$ cat src/rtl/styler_sgr_decoder_if.sv
// Byte-stream bundle between the host byte source, the SGR decoder and the character store.
//   in_data/in_valid/in_ready     : input byte stream (master drives data/valid)
//   out_data/out_attr/out_valid/out_ready : forwarded byte plus attribute snapshot
// master = byte source + downstream sink side; slave = decoder side.
interface styler_sgr_decoder_if;
  logic [7:0]  in_data;
  logic        in_valid;
  logic        in_ready;
  logic [7:0]  out_data;
  logic [16:0] out_attr;
  logic        out_valid;
  logic        out_ready;

  modport master (
    output in_data, in_valid, out_ready,
    input  in_ready, out_data, out_attr, out_valid
  );

  modport slave (
    input  in_data, in_valid, out_ready,
    output in_ready, out_data, out_attr, out_valid
  );
endinterface

$ cat src/rtl/styler_sgr_decoder.sv
// SGR decoder: parses ESC [ p;p;... m sequences into 17 attribute flags and forwards every
// non-sequence byte together with the attribute snapshot that applies to it.
// Ports:
//   clk        sole clock, rising edge
//   rst        synchronous active-high reset
//   bus        slave modport: in_* byte stream in, out_* forwarded byte + attr snapshot out
//   attr       live committed attribute register
//   seq_error  one-cycle pulse when a sequence is discarded
// Optional feature: define STYLER_SGR_COLON_EN to accept "4:n" underline-style sub-params.
module styler_sgr_decoder #(
  parameter int unsigned MAX_PARAMS = 16,
  parameter int unsigned PARAM_W    = 8
) (
  input  logic                 clk,
  input  logic                 rst,
  styler_sgr_decoder_if.slave  bus,
  output logic [16:0]          attr,
  output logic                 seq_error
);

  localparam int unsigned CntW = $clog2(MAX_PARAMS + 1);
  localparam int unsigned SumW = PARAM_W + 5;
  typedef logic [SumW-1:0] sum_t;

  localparam logic [16:0] UlMask = 17'h00700;
  localparam logic [16:0] StMask = 17'h03800;
  localparam logic [16:0] OvMask = 17'h1C000;

  typedef enum logic [1:0] {StIdle, StEsc, StCsi} state_e;

  state_e             state_q, state_d;
  logic [16:0]        attr_q, attr_d, work_q, work_d, out_attr_q, out_attr_d;
  logic [PARAM_W-1:0] acc_q, acc_d;
  logic [CntW-1:0]    cnt_q, cnt_d;
  logic [7:0]         out_data_q, out_data_d;
  logic               out_valid_q, out_valid_d, seq_error_q, seq_error_d;
  logic               in_ready, accept;
  logic [7:0]         b;
  logic [16:0]        fin_attr;
`ifdef STYLER_SGR_COLON_EN
  logic               sub_q, sub_d;
  logic [PARAM_W-1:0] main_q, main_d;
`endif

  // Apply one SGR parameter; group variants are mutually exclusive.
  function automatic logic [16:0] apply_sgr(input logic [16:0] a, input logic [PARAM_W-1:0] p);
    logic [16:0] r;
    r = a;
    case (32'(p))
      0:   r = '0;
      1:   r[0] = 1'b1;
      2:   r[1] = 1'b1;
      3:   begin r[2] = 1'b1; r[3] = 1'b0; end
      127: begin r[3] = 1'b1; r[2] = 1'b0; end
      4:   r = (a & ~UlMask) | 17'h00100;
      21:  r = (a & ~UlMask) | 17'h00200;
      120: r = (a & ~UlMask) | 17'h00400;
      5:   r[4] = 1'b1;
      6:   r[5] = 1'b1;
      7:   r[6] = 1'b1;
      8:   r[7] = 1'b1;
      9:   r = (a & ~StMask) | 17'h00800;
      121: r = (a & ~StMask) | 17'h01000;
      122: r = (a & ~StMask) | 17'h02000;
      53:  r = (a & ~OvMask) | 17'h04000;
      123: r = (a & ~OvMask) | 17'h08000;
      124: r = (a & ~OvMask) | 17'h10000;
      22:  r[1:0] = 2'b00;
      23:  r[3:2] = 2'b00;
      24:  r = a & ~UlMask;
      25:  r[4] = 1'b0;
      26:  r[5] = 1'b0;
      27:  r[6] = 1'b0;
      28:  r[7] = 1'b0;
      29:  r = a & ~StMask;
      55:  r = a & ~OvMask;
      default: ;
    endcase
    return r;
  endfunction

  // Decimal accumulate, saturating at all-ones.
  function automatic logic [PARAM_W-1:0] sat_acc(input logic [PARAM_W-1:0] acc,
                                                 input logic [3:0] d);
    sum_t s;
    s = sum_t'(acc) * sum_t'(10) + sum_t'(d);
    if (s > sum_t'({PARAM_W{1'b1}})) return '1;
    return s[PARAM_W-1:0];
  endfunction

  assign b        = bus.in_data;
  assign in_ready = ~out_valid_q | bus.out_ready;
  assign accept   = bus.in_valid & in_ready;

  // Work attributes with the current parameter folded in (params past MAX_PARAMS dropped).
  always_comb begin
    fin_attr = work_q;
    if (32'(cnt_q) < MAX_PARAMS) begin
`ifdef STYLER_SGR_COLON_EN
      if (sub_q && 32'(main_q) == 32'd4) begin
        case (32'(acc_q))
          0:       fin_attr = work_q & ~UlMask;
          1:       fin_attr = (work_q & ~UlMask) | 17'h00100;
          2:       fin_attr = (work_q & ~UlMask) | 17'h00200;
          3:       fin_attr = (work_q & ~UlMask) | 17'h00400;
          default: ;
        endcase
      end else if (sub_q) begin
        // Sub-params on anything but 4 are dropped; the main param still applies.
        fin_attr = apply_sgr(work_q, main_q);
      end else begin
        fin_attr = apply_sgr(work_q, acc_q);
      end
`else
      fin_attr = apply_sgr(work_q, acc_q);
`endif
    end
  end

  always_comb begin
    state_d     = state_q;
    attr_d      = attr_q;
    work_d      = work_q;
    acc_d       = acc_q;
    cnt_d       = cnt_q;
    out_data_d  = out_data_q;
    out_attr_d  = out_attr_q;
    out_valid_d = out_valid_q;
    seq_error_d = 1'b0;
`ifdef STYLER_SGR_COLON_EN
    sub_d       = sub_q;
    main_d      = main_q;
`endif
    if (out_valid_q && bus.out_ready) out_valid_d = 1'b0;
    if (accept) begin
      case (state_q)
        StIdle: begin
          if (b == 8'h1B) begin
            state_d = StEsc;
          end else begin
            out_valid_d = 1'b1;
            out_data_d  = b;
            out_attr_d  = attr_q;
          end
        end
        StEsc: begin
          if (b == 8'h5B) begin
            state_d = StCsi;
            work_d  = attr_q;
            acc_d   = '0;
            cnt_d   = '0;
`ifdef STYLER_SGR_COLON_EN
            sub_d   = 1'b0;
            main_d  = '0;
`endif
          end else begin
            state_d     = StIdle;
            seq_error_d = 1'b1;
          end
        end
        StCsi: begin
          if (b >= 8'h30 && b <= 8'h39) begin
            acc_d = sat_acc(acc_q, b[3:0]);
          end else if (b == 8'h3B) begin
            work_d = fin_attr;
            if (32'(cnt_q) < MAX_PARAMS) cnt_d = cnt_q + CntW'(1);
            acc_d = '0;
`ifdef STYLER_SGR_COLON_EN
            sub_d = 1'b0;
          end else if (b == 8'h3A) begin
            // Later sub-params overwrite earlier ones; the main param is latched once.
            if (!sub_q) main_d = acc_q;
            sub_d = 1'b1;
            acc_d = '0;
`endif
          end else if (b == 8'h6D) begin
            attr_d  = fin_attr;
            state_d = StIdle;
          end else if (b >= 8'h40 && b <= 8'h7E) begin
            state_d = StIdle;
          end else if (b == 8'h1B) begin
            state_d     = StEsc;
            seq_error_d = 1'b1;
          end else begin
            state_d     = StIdle;
            seq_error_d = 1'b1;
          end
        end
        default: state_d = StIdle;
      endcase
    end
  end

  always_ff @(posedge clk) begin
    if (rst) begin
      state_q     <= StIdle;
      attr_q      <= '0;
      work_q      <= '0;
      acc_q       <= '0;
      cnt_q       <= '0;
      out_data_q  <= '0;
      out_attr_q  <= '0;
      out_valid_q <= 1'b0;
      seq_error_q <= 1'b0;
`ifdef STYLER_SGR_COLON_EN
      sub_q       <= 1'b0;
      main_q      <= '0;
`endif
    end else begin
      state_q     <= state_d;
      attr_q      <= attr_d;
      work_q      <= work_d;
      acc_q       <= acc_d;
      cnt_q       <= cnt_d;
      out_data_q  <= out_data_d;
      out_attr_q  <= out_attr_d;
      out_valid_q <= out_valid_d;
      seq_error_q <= seq_error_d;
`ifdef STYLER_SGR_COLON_EN
      sub_q       <= sub_d;
      main_q      <= main_d;
`endif
    end
  end

  assign bus.in_ready  = in_ready;
  assign bus.out_data  = out_data_q;
  assign bus.out_attr  = out_attr_q;
  assign bus.out_valid = out_valid_q;
  assign attr          = attr_q;
  assign seq_error     = seq_error_q;

endmodule

$ cat src/flat_wrapper.sv
// flat-port wrapper written by rule: the top's interface ports become plain ports
module styler_sgr_decoder_flat 
#(
  parameter int unsigned MAX_PARAMS = 16,
  parameter int unsigned PARAM_W    = 8
)
  (clk, rst, attr, seq_error, bus_in_data, bus_in_valid, bus_out_ready, bus_in_ready, bus_out_data, bus_out_attr, bus_out_valid);
  styler_sgr_decoder_if bus_i ();
  input  logic clk;
  input  logic rst;
  output logic [16:0] attr;
  output logic seq_error;
  input wire logic [$bits(bus_i.in_data)-1:0] bus_in_data;
  input wire logic [$bits(bus_i.in_valid)-1:0] bus_in_valid;
  input wire logic [$bits(bus_i.out_ready)-1:0] bus_out_ready;
  output wire logic [$bits(bus_i.in_ready)-1:0] bus_in_ready;
  output wire logic [$bits(bus_i.out_data)-1:0] bus_out_data;
  output wire logic [$bits(bus_i.out_attr)-1:0] bus_out_attr;
  output wire logic [$bits(bus_i.out_valid)-1:0] bus_out_valid;
  assign bus_i.in_data = bus_in_data;
  assign bus_i.in_valid = bus_in_valid;
  assign bus_i.out_ready = bus_out_ready;
  assign bus_in_ready = bus_i.in_ready;
  assign bus_out_data = bus_i.out_data;
  assign bus_out_attr = bus_i.out_attr;
  assign bus_out_valid = bus_i.out_valid;
  styler_sgr_decoder #(.MAX_PARAMS(MAX_PARAMS), .PARAM_W(PARAM_W)) u_core (.clk(clk), .rst(rst), .bus(bus_i), .attr(attr), .seq_error(seq_error));
endmodule
$ cat config.mk
export PLATFORM = sky130hd
export DESIGN_NAME = styler_sgr_decoder_flat
export DESIGN_NICKNAME = d
export VERILOG_FILES = /design/src/rtl/styler_sgr_decoder_if.sv /design/src/rtl/styler_sgr_decoder.sv /design/src/flat_wrapper.sv
export SDC_FILE = /design/constraint.sdc
export NUM_CORES = 1
export LEC_CHECK = 0
export BUFFER_PORTS_ARGS = -buffer_cell sky130_fd_sc_hd__buf_2
export CORE_MARGIN = 2
export CORE_UTILIZATION = 35
export CTS_BUF_LIST = sky130_fd_sc_hd__clkbuf_4
export CTS_CLUSTER_DIAMETER = 40
export DETAILED_ROUTE_END_ITERATION = 6
export GPL_ROUTABILITY_DRIVEN = 0
export SYNTH_ARGS = -nofsm -noshare
export SYNTH_HDL_FRONTEND = slang
export SYNTH_SLANG_ARGS = --single-unit
$ cat constraint.sdc
create_clock -name clk -period 4.3 [get_ports clk]
set_input_delay 0 -clock clk [delete_from_list [all_inputs] [get_ports clk]]
set_output_delay 0 -clock clk [all_outputs]
set_load 0.05 [all_outputs]
# --- Word-level counts from Yosys, hierarchy flattened ---
# Cells that the tools add are included.
# Widths: inputs -> output; s select.
totals:
  regBits: 76
  inputBits: 12
  out_inout_bits: 45
  elab_cells: 129
classes:
  addsub: 2
  multipliers: 1
  magnitude_cmp: 6
  eq_ne: 39
  muxes: 46
  bitwise_logic: 7
  n_reduce_logical: 19
op_table:
  columns: ["cell", "count"]
  rows:
  - ["$pmux 9 s13", 1]
  - ["$eq 8x5->1 const B", 10]
  - ["$mux 17", 4]
  - ["$eq 8x7->1 const B", 8]
  - ["$mux 8", 5]
  - ["$pmux 17 s2", 1]
  - ["$eq 8x3->1 const B", 4]
  - ["$eq 8x6->1 const B", 3]
  - ["$mux 5", 4]
  - ["$eq 8x2->1 const B", 2]
  - ["$eq 8x4->1 const B", 2]
  - ["$pmux 8 s2", 1]
  - ["$mux 1", 14]
  - ["$pmux 1 s2", 7]
  - ["$reduce_or 2->1", 7]
  - ["$add 12x4->13", 1]
  - ["$gt 13x8->1 const B", 1]
  - ["$mux 2", 6]
  - ["$pmux 2 s3", 2]
  - ["$mul 8x3->11 const B", 1]
  - ["$pmux 5 s2", 1]
  - ["$reduce_and 5->1", 2]
  - ["$eq 8x1->1 const B", 1]
  - ["$ge 8x6->1 const B", 1]
  - ["other kinds (20)", 31]

# --- Depth between registers and ports, before layout ---
logic_depth:
  depth_word: 10
  depth_mapped: 9
  ltp_nobuf: 9

# --- Least setup slack after synthesis ---
# OpenSTA, ideal clock, no wires.
synth_timing:
  kind: "flip-flop to flip-flop"
  startpoint: "register u_core.acc_q[1]"
  endpoint: "register u_core.acc_q[6]"
  setup_ps: 125
  t_arrival_ps: 2173
  required_time_ps: 4175
  setup_slack_ps: 2002
  stages_incl_launch_ff: 9
  n_path_buf: 0
  synth_period_minus_slack_ps: 2298
  cell_sequence: "dfxtp_1 ha_1 ha_1 fa_1 xor2_1 nor3b_1 nand4_1 nand3_1 nand3_1"
synth_between:
  elab_chain_cells: 10
synth_rtl:
  columns: ["element", "line", "source"]
  rows:
  - ["from (decl)", "styler_sgr_decoder.sv:33", "logic [PARAM_W-1:0] acc_q, acc_d;"]
  - ["from (signal assigned)", "styler_sgr_decoder.sv:199", "acc_q <= '0;"]
  - ["from (signal assigned)", "styler_sgr_decoder.sv:213", "acc_q <= acc_d;"]
  - ["$mul 8x3->11 *", "styler_sgr_decoder.sv:86", "s = sum_t'(acc) * sum_t'(10) + sum_t'(d);"]
  - ["$add 12x4->13 *", "styler_sgr_decoder.sv:86", null]
  - ["$gt 13x8->1", "styler_sgr_decoder.sv:87", "if (s > sum_t'({PARAM_W{1'b1}})) return '1;"]
  - ["$mux 1", "styler_sgr_decoder.sv:87", null]
  - ["$mux 1", "styler_sgr_decoder.sv:162", "if (b >= 8'h30 && b <= 8'h39) begin"]
  - ["$mux 1", "styler_sgr_decoder.sv:136", "case (state_q)"]
  - ["$mux 1", "styler_sgr_decoder.sv:135", "if (accept) begin"]
  - ["$mux 8 *", "styler_sgr_decoder.sv:88", "return s[PARAM_W-1:0];"]
  - ["$mux 8 *", "styler_sgr_decoder.sv:162", null]
  - ["$pmux 8 s2 *", "styler_sgr_decoder.sv:136", null]
# Mark *: on every way between the ends. The rest lies on a longest branch, timed or not. The select of a mux whose other input is x is not followed.
# A chain may end at the register's enable or synchronous reset.

# --- Worst setup path in the final report ---
layout_timing:
  startpoint: "register u_core.acc_q[1]"
  endpoint: "register u_core.acc_q[1]"
layout_between:
  elab_chain_cells: 10
layout_rtl:
  columns: ["element", "line"]
  rows:
  - ["$mul 8x3->11", "styler_sgr_decoder.sv:86"]
  - ["$add 12x4->13", "styler_sgr_decoder.sv:86"]
  - ["$gt 13x8->1", "styler_sgr_decoder.sv:87"]
  - ["$mux 1", "styler_sgr_decoder.sv:87"]
  - ["$mux 1", "styler_sgr_decoder.sv:162"]
  - ["$mux 1", "styler_sgr_decoder.sv:136"]
  - ["$mux 1", "styler_sgr_decoder.sv:135"]
  - ["$mux 8", "styler_sgr_decoder.sv:88"]
  - ["$mux 8", "styler_sgr_decoder.sv:162"]
  - ["$pmux 8 s2", "styler_sgr_decoder.sv:136"]
# Every way passes these cells. The select of a mux whose other input is x is not followed.

==> impl_metrics.env <==
export IMPL_cts_buffer_depth=2
export IMPL_drv_slew=0
export IMPL_synthFlopType="dfxtp_1"
export IMPL_cts_buffers=9
export IMPL_drive_gt1_share_pct=15.8
export IMPL_p_int_mw=0.856
export IMPL_avgSynthCellArea_um2=7.93
export IMPL_vias=4252
export IMPL_synth_top_cell_area_share_pct=34.3
export IMPL_ys_async_sr_fraction_pct=0
export IMPL_outcome="complete, no violations"
export IMPL_power_leakage_nw=2.08
export IMPL_slowest_stage="dfxtp_1"
export IMPL_grt_max_degree=44
export IMPL_io_buffer_count=56
export IMPL_cts_sinks=76
export IMPL_antenna_found_initial=0
export IMPL_syn2layout_area_growth_pct=14.1
export IMPL_grt_usage_pct=17.8
export IMPL_crit_path_end_kind="register"
export IMPL_synthCells=559
export IMPL_hold_viol_final=0
export IMPL_avgRoutedWirePerCell_um=15.1
export IMPL_layout_min_cycle_time_ns=3.15
export IMPL_yosysWarnings=0
export IMPL_post_cts_buffers=0
export IMPL_yosysTopAreaCell="dfxtp_1"
export IMPL_synth_seq_cells=76
export IMPL_period_share_pct=73.3
export IMPL_yosysSeqAreaShare_pct=34.3
export IMPL_die_x_um=117
export IMPL_p_seq_share_pct=60.4
export IMPL_fmax_mhz=317
export IMPL_critPathMaxFanout=25
export IMPL_syn_area_um2=4430
export IMPL_crit_required_ns=4.60
export IMPL_synth_commonest_cells="nand2_1, dfxtp_1, a21oi_1, nor2_1, nand3_1"
export IMPL_start_kind="register"
export IMPL_grt_pass1_wl_um=19400
export IMPL_drc_errors=0
export IMPL_die_area_um2=13600
export IMPL_placeableCoreArea_um2=12500
export IMPL_grt_pass1_vias=3946
export IMPL_slew_headroom_pct=21.5
export IMPL_antenna_left=0
export IMPL_die_height_um=117
export IMPL_skew_ns=0.0113
export IMPL_worstPathCellList="ha_1 > ha_1 > fa_1 > xor2_1 > nor3b_1 > nand4_1 > nand3_1 > nand3_1"
export IMPL_clk_pin_slew_ns=0.12
export IMPL_cp_num_buf_inv=0
export IMPL_first_pass_iters=5
export IMPL_rsz0062_at_grt="no"
export IMPL_final_util_pct=40.6
export IMPL_finalSetupViolCount=0
export IMPL_max_cap_viol_count=0
export IMPL_pin_count=57
export IMPL_critPathKind="reg2reg"
export IMPL_synth_edf_count=0
export IMPL_synth_cell_types=67
export IMPL_max_slew_worst_pin_slew_ns=1.18
export IMPL_synth_area_leaders="dfxtp_1, nand2_1, a21oi_1, ha_1, nor2_1"
export IMPL_htreeDepth=3
export IMPL_initial_core_util_pct=35.5
export IMPL_rows=41
export IMPL_sw_frac_of_total_pct=27.3
export IMPL_synth_fp_nets=593
export IMPL_first_iter_violations=256
export IMPL_diodes=0
export IMPL_crit_path_max_incr_delay_ns=0.87
export IMPL_power_density_nw_per_um2=233
export IMPL_synth_most_common_cell="nand2_1"
export IMPL_cp_arrival_ns=3.45
export IMPL_final_nets=642
export IMPL_ir_worst_vdd_mv=0.148
export IMPL_vias_per_cell=5.42
export IMPL_path_delay_family="adder cells"
export IMPL_power_switching_mw=0.322
export IMPL_cts_root_buf="clkbuf_4"
export IMPL_clock_latency_ns=0.43
export IMPL_tns_ns=0
export IMPL_wl_um=11800
export IMPL_p_comb_share_pct=8.1
export IMPL_hpwl_um=8320
export IMPL_tritoncts="yes"
export IMPL_grt_overflow=0
export IMPL_p_clk_share_pct=31.5
export IMPL_hold_path_class="in2reg"
[timing repair]
action,4_1_cts,5_1_grt
resized for setup,0,0
hold buffers,15,0
hold endpoints to repair,14,0
[worst register-to-register path, cell delays in order (launching register included)]
cell and delay (ns):
dfxtp_1 0.87, ha_1 0.36, ha_1 0.24, fa_1 0.42
xor2_1 0.28, nor3b_1 0.32, nand4_1 0.18, nand3_1 0.25
nand3_1 0.12
[through the flow]
stage | hold WS [ns] | std cells | setup WS [ns] | total power, mW | cell area, µm²
6_report | 0.395 | 784 | 1.15 | 1.18 | 5060
5_1_grt | 0.387 | 784 | 0.853 | 1.23 | 5060
4_1_cts | 0.363 | 784 | 1.18 | 1.19 | 5060
3_5_place_dp | 0.295 | 754 | 1.20 | 0.812 | 4800
3_3_place_gp | 0.286 | 754 | 1.37 | 0.810 | 4800
2_1_floorplan | 0.136 | 559 | 2.00 | 0.785 | 4430
[layout make-up]
class | instances | area (µm²)
multi-input combinational | 434 | 2710
timing repair buffer | 76 | 468
clock inverter | 5 | 30.0
sequential | 76 | 1520
clock buffer | 10 | 75.1
inverter | 11 | 41.3
fill | 1263 | 7410
tap | 172 | 215
[metal layers]
layer / track usage, % / vias to the layer above / wire length [µm]
met4: 4.29 / 0 / 121
met5: 0 / - / 0
met3: 3.84 / 12 / 403
met1: 23.6 / 2024 / 5510
met2: 29.7 / 80 / 5780
li1: - / 2136 / -
[cells in the final DEF (no fill, tap or decap), types with 5 or more instances in the layout]
cell,Yosys,final
inv_1,11,11
mux2i_1,5,5
a211oi_1,18,18
nor4_1,6,6
or3_1,6,6
dlygate4sd3_1,0,15
nand2b_1,6,6
buf_4,0,5
nor2_1,57,57
nor3_1,13,13
o211ai_1,7,7
nand2_1,85,85
o41ai_2,5,5
nand3_1,29,29
a21o_1,7,7
o21ai_0,16,16
nand4_1,9,9
dfxtp_1,76,76
xor2_1,7,7
a21oi_1,57,57
buf_2,16,56
clkbuf_4,0,10
ha_1,20,20
[cell families (layout without fill, tap and decap cells)]
logic type,after synthesis,after routing,synth area share (%)
AOI/OAI and AO/OA,145,145,22.1
xor gates and xnor gates,11,11,2.17
adders and majority gates,22,22,6.55
buffers and inverters,49,102,4.77
DFF,76,76,34.3
muxes,6,6,1.38
and+or+nand+nor,250,250,28.7
[path summary, 6_finish.rpt]
check	from	to	slack, ns	cells past startpoint
hold reg to reg	u_core.bus.out_attr[11]$_SDFFE_PP0P_	u_core.bus.out_attr[11]$_SDFFE_PP0P_	0.46	2
setup / recovery	u_core.acc_q[1]$_SDFFE_PP0P_	u_core.acc_q[1]$_SDFFE_PP0P_	1.15	8
setup reg to reg	u_core.acc_q[1]$_SDFFE_PP0P_	u_core.acc_q[1]$_SDFFE_PP0P_	1.15	8
hold / removal	bus_in_data[7]	u_core.bus.out_data[7]$_SDFFE_PP0P_	0.40	4
[registers in the layout, summed over array words and instances (netlist names)]
register              cells
u_core.bus.out_data       8
u_core.acc_q              8
u_core.seq_error          1
u_core.work_q            17
u_core.state_q            2
u_core.bus.out_valid      1
u_core.attr              17
u_core.cnt_q              5
u_core.bus.out_attr      17
[power by group through the flow]
stage                     Clock (mW)  Sequential (mW)  Combinational, mW
after global routing           0.414            0.713              0.103
after detailed placement           0            0.728             0.0839
final                          0.371            0.712             0.0956
after CTS                      0.383            0.712             0.0950
after floorplan                    0            0.747             0.0374
after global placement             0            0.728             0.0827
Note: power is estimated with default switching activity, not from simulation.
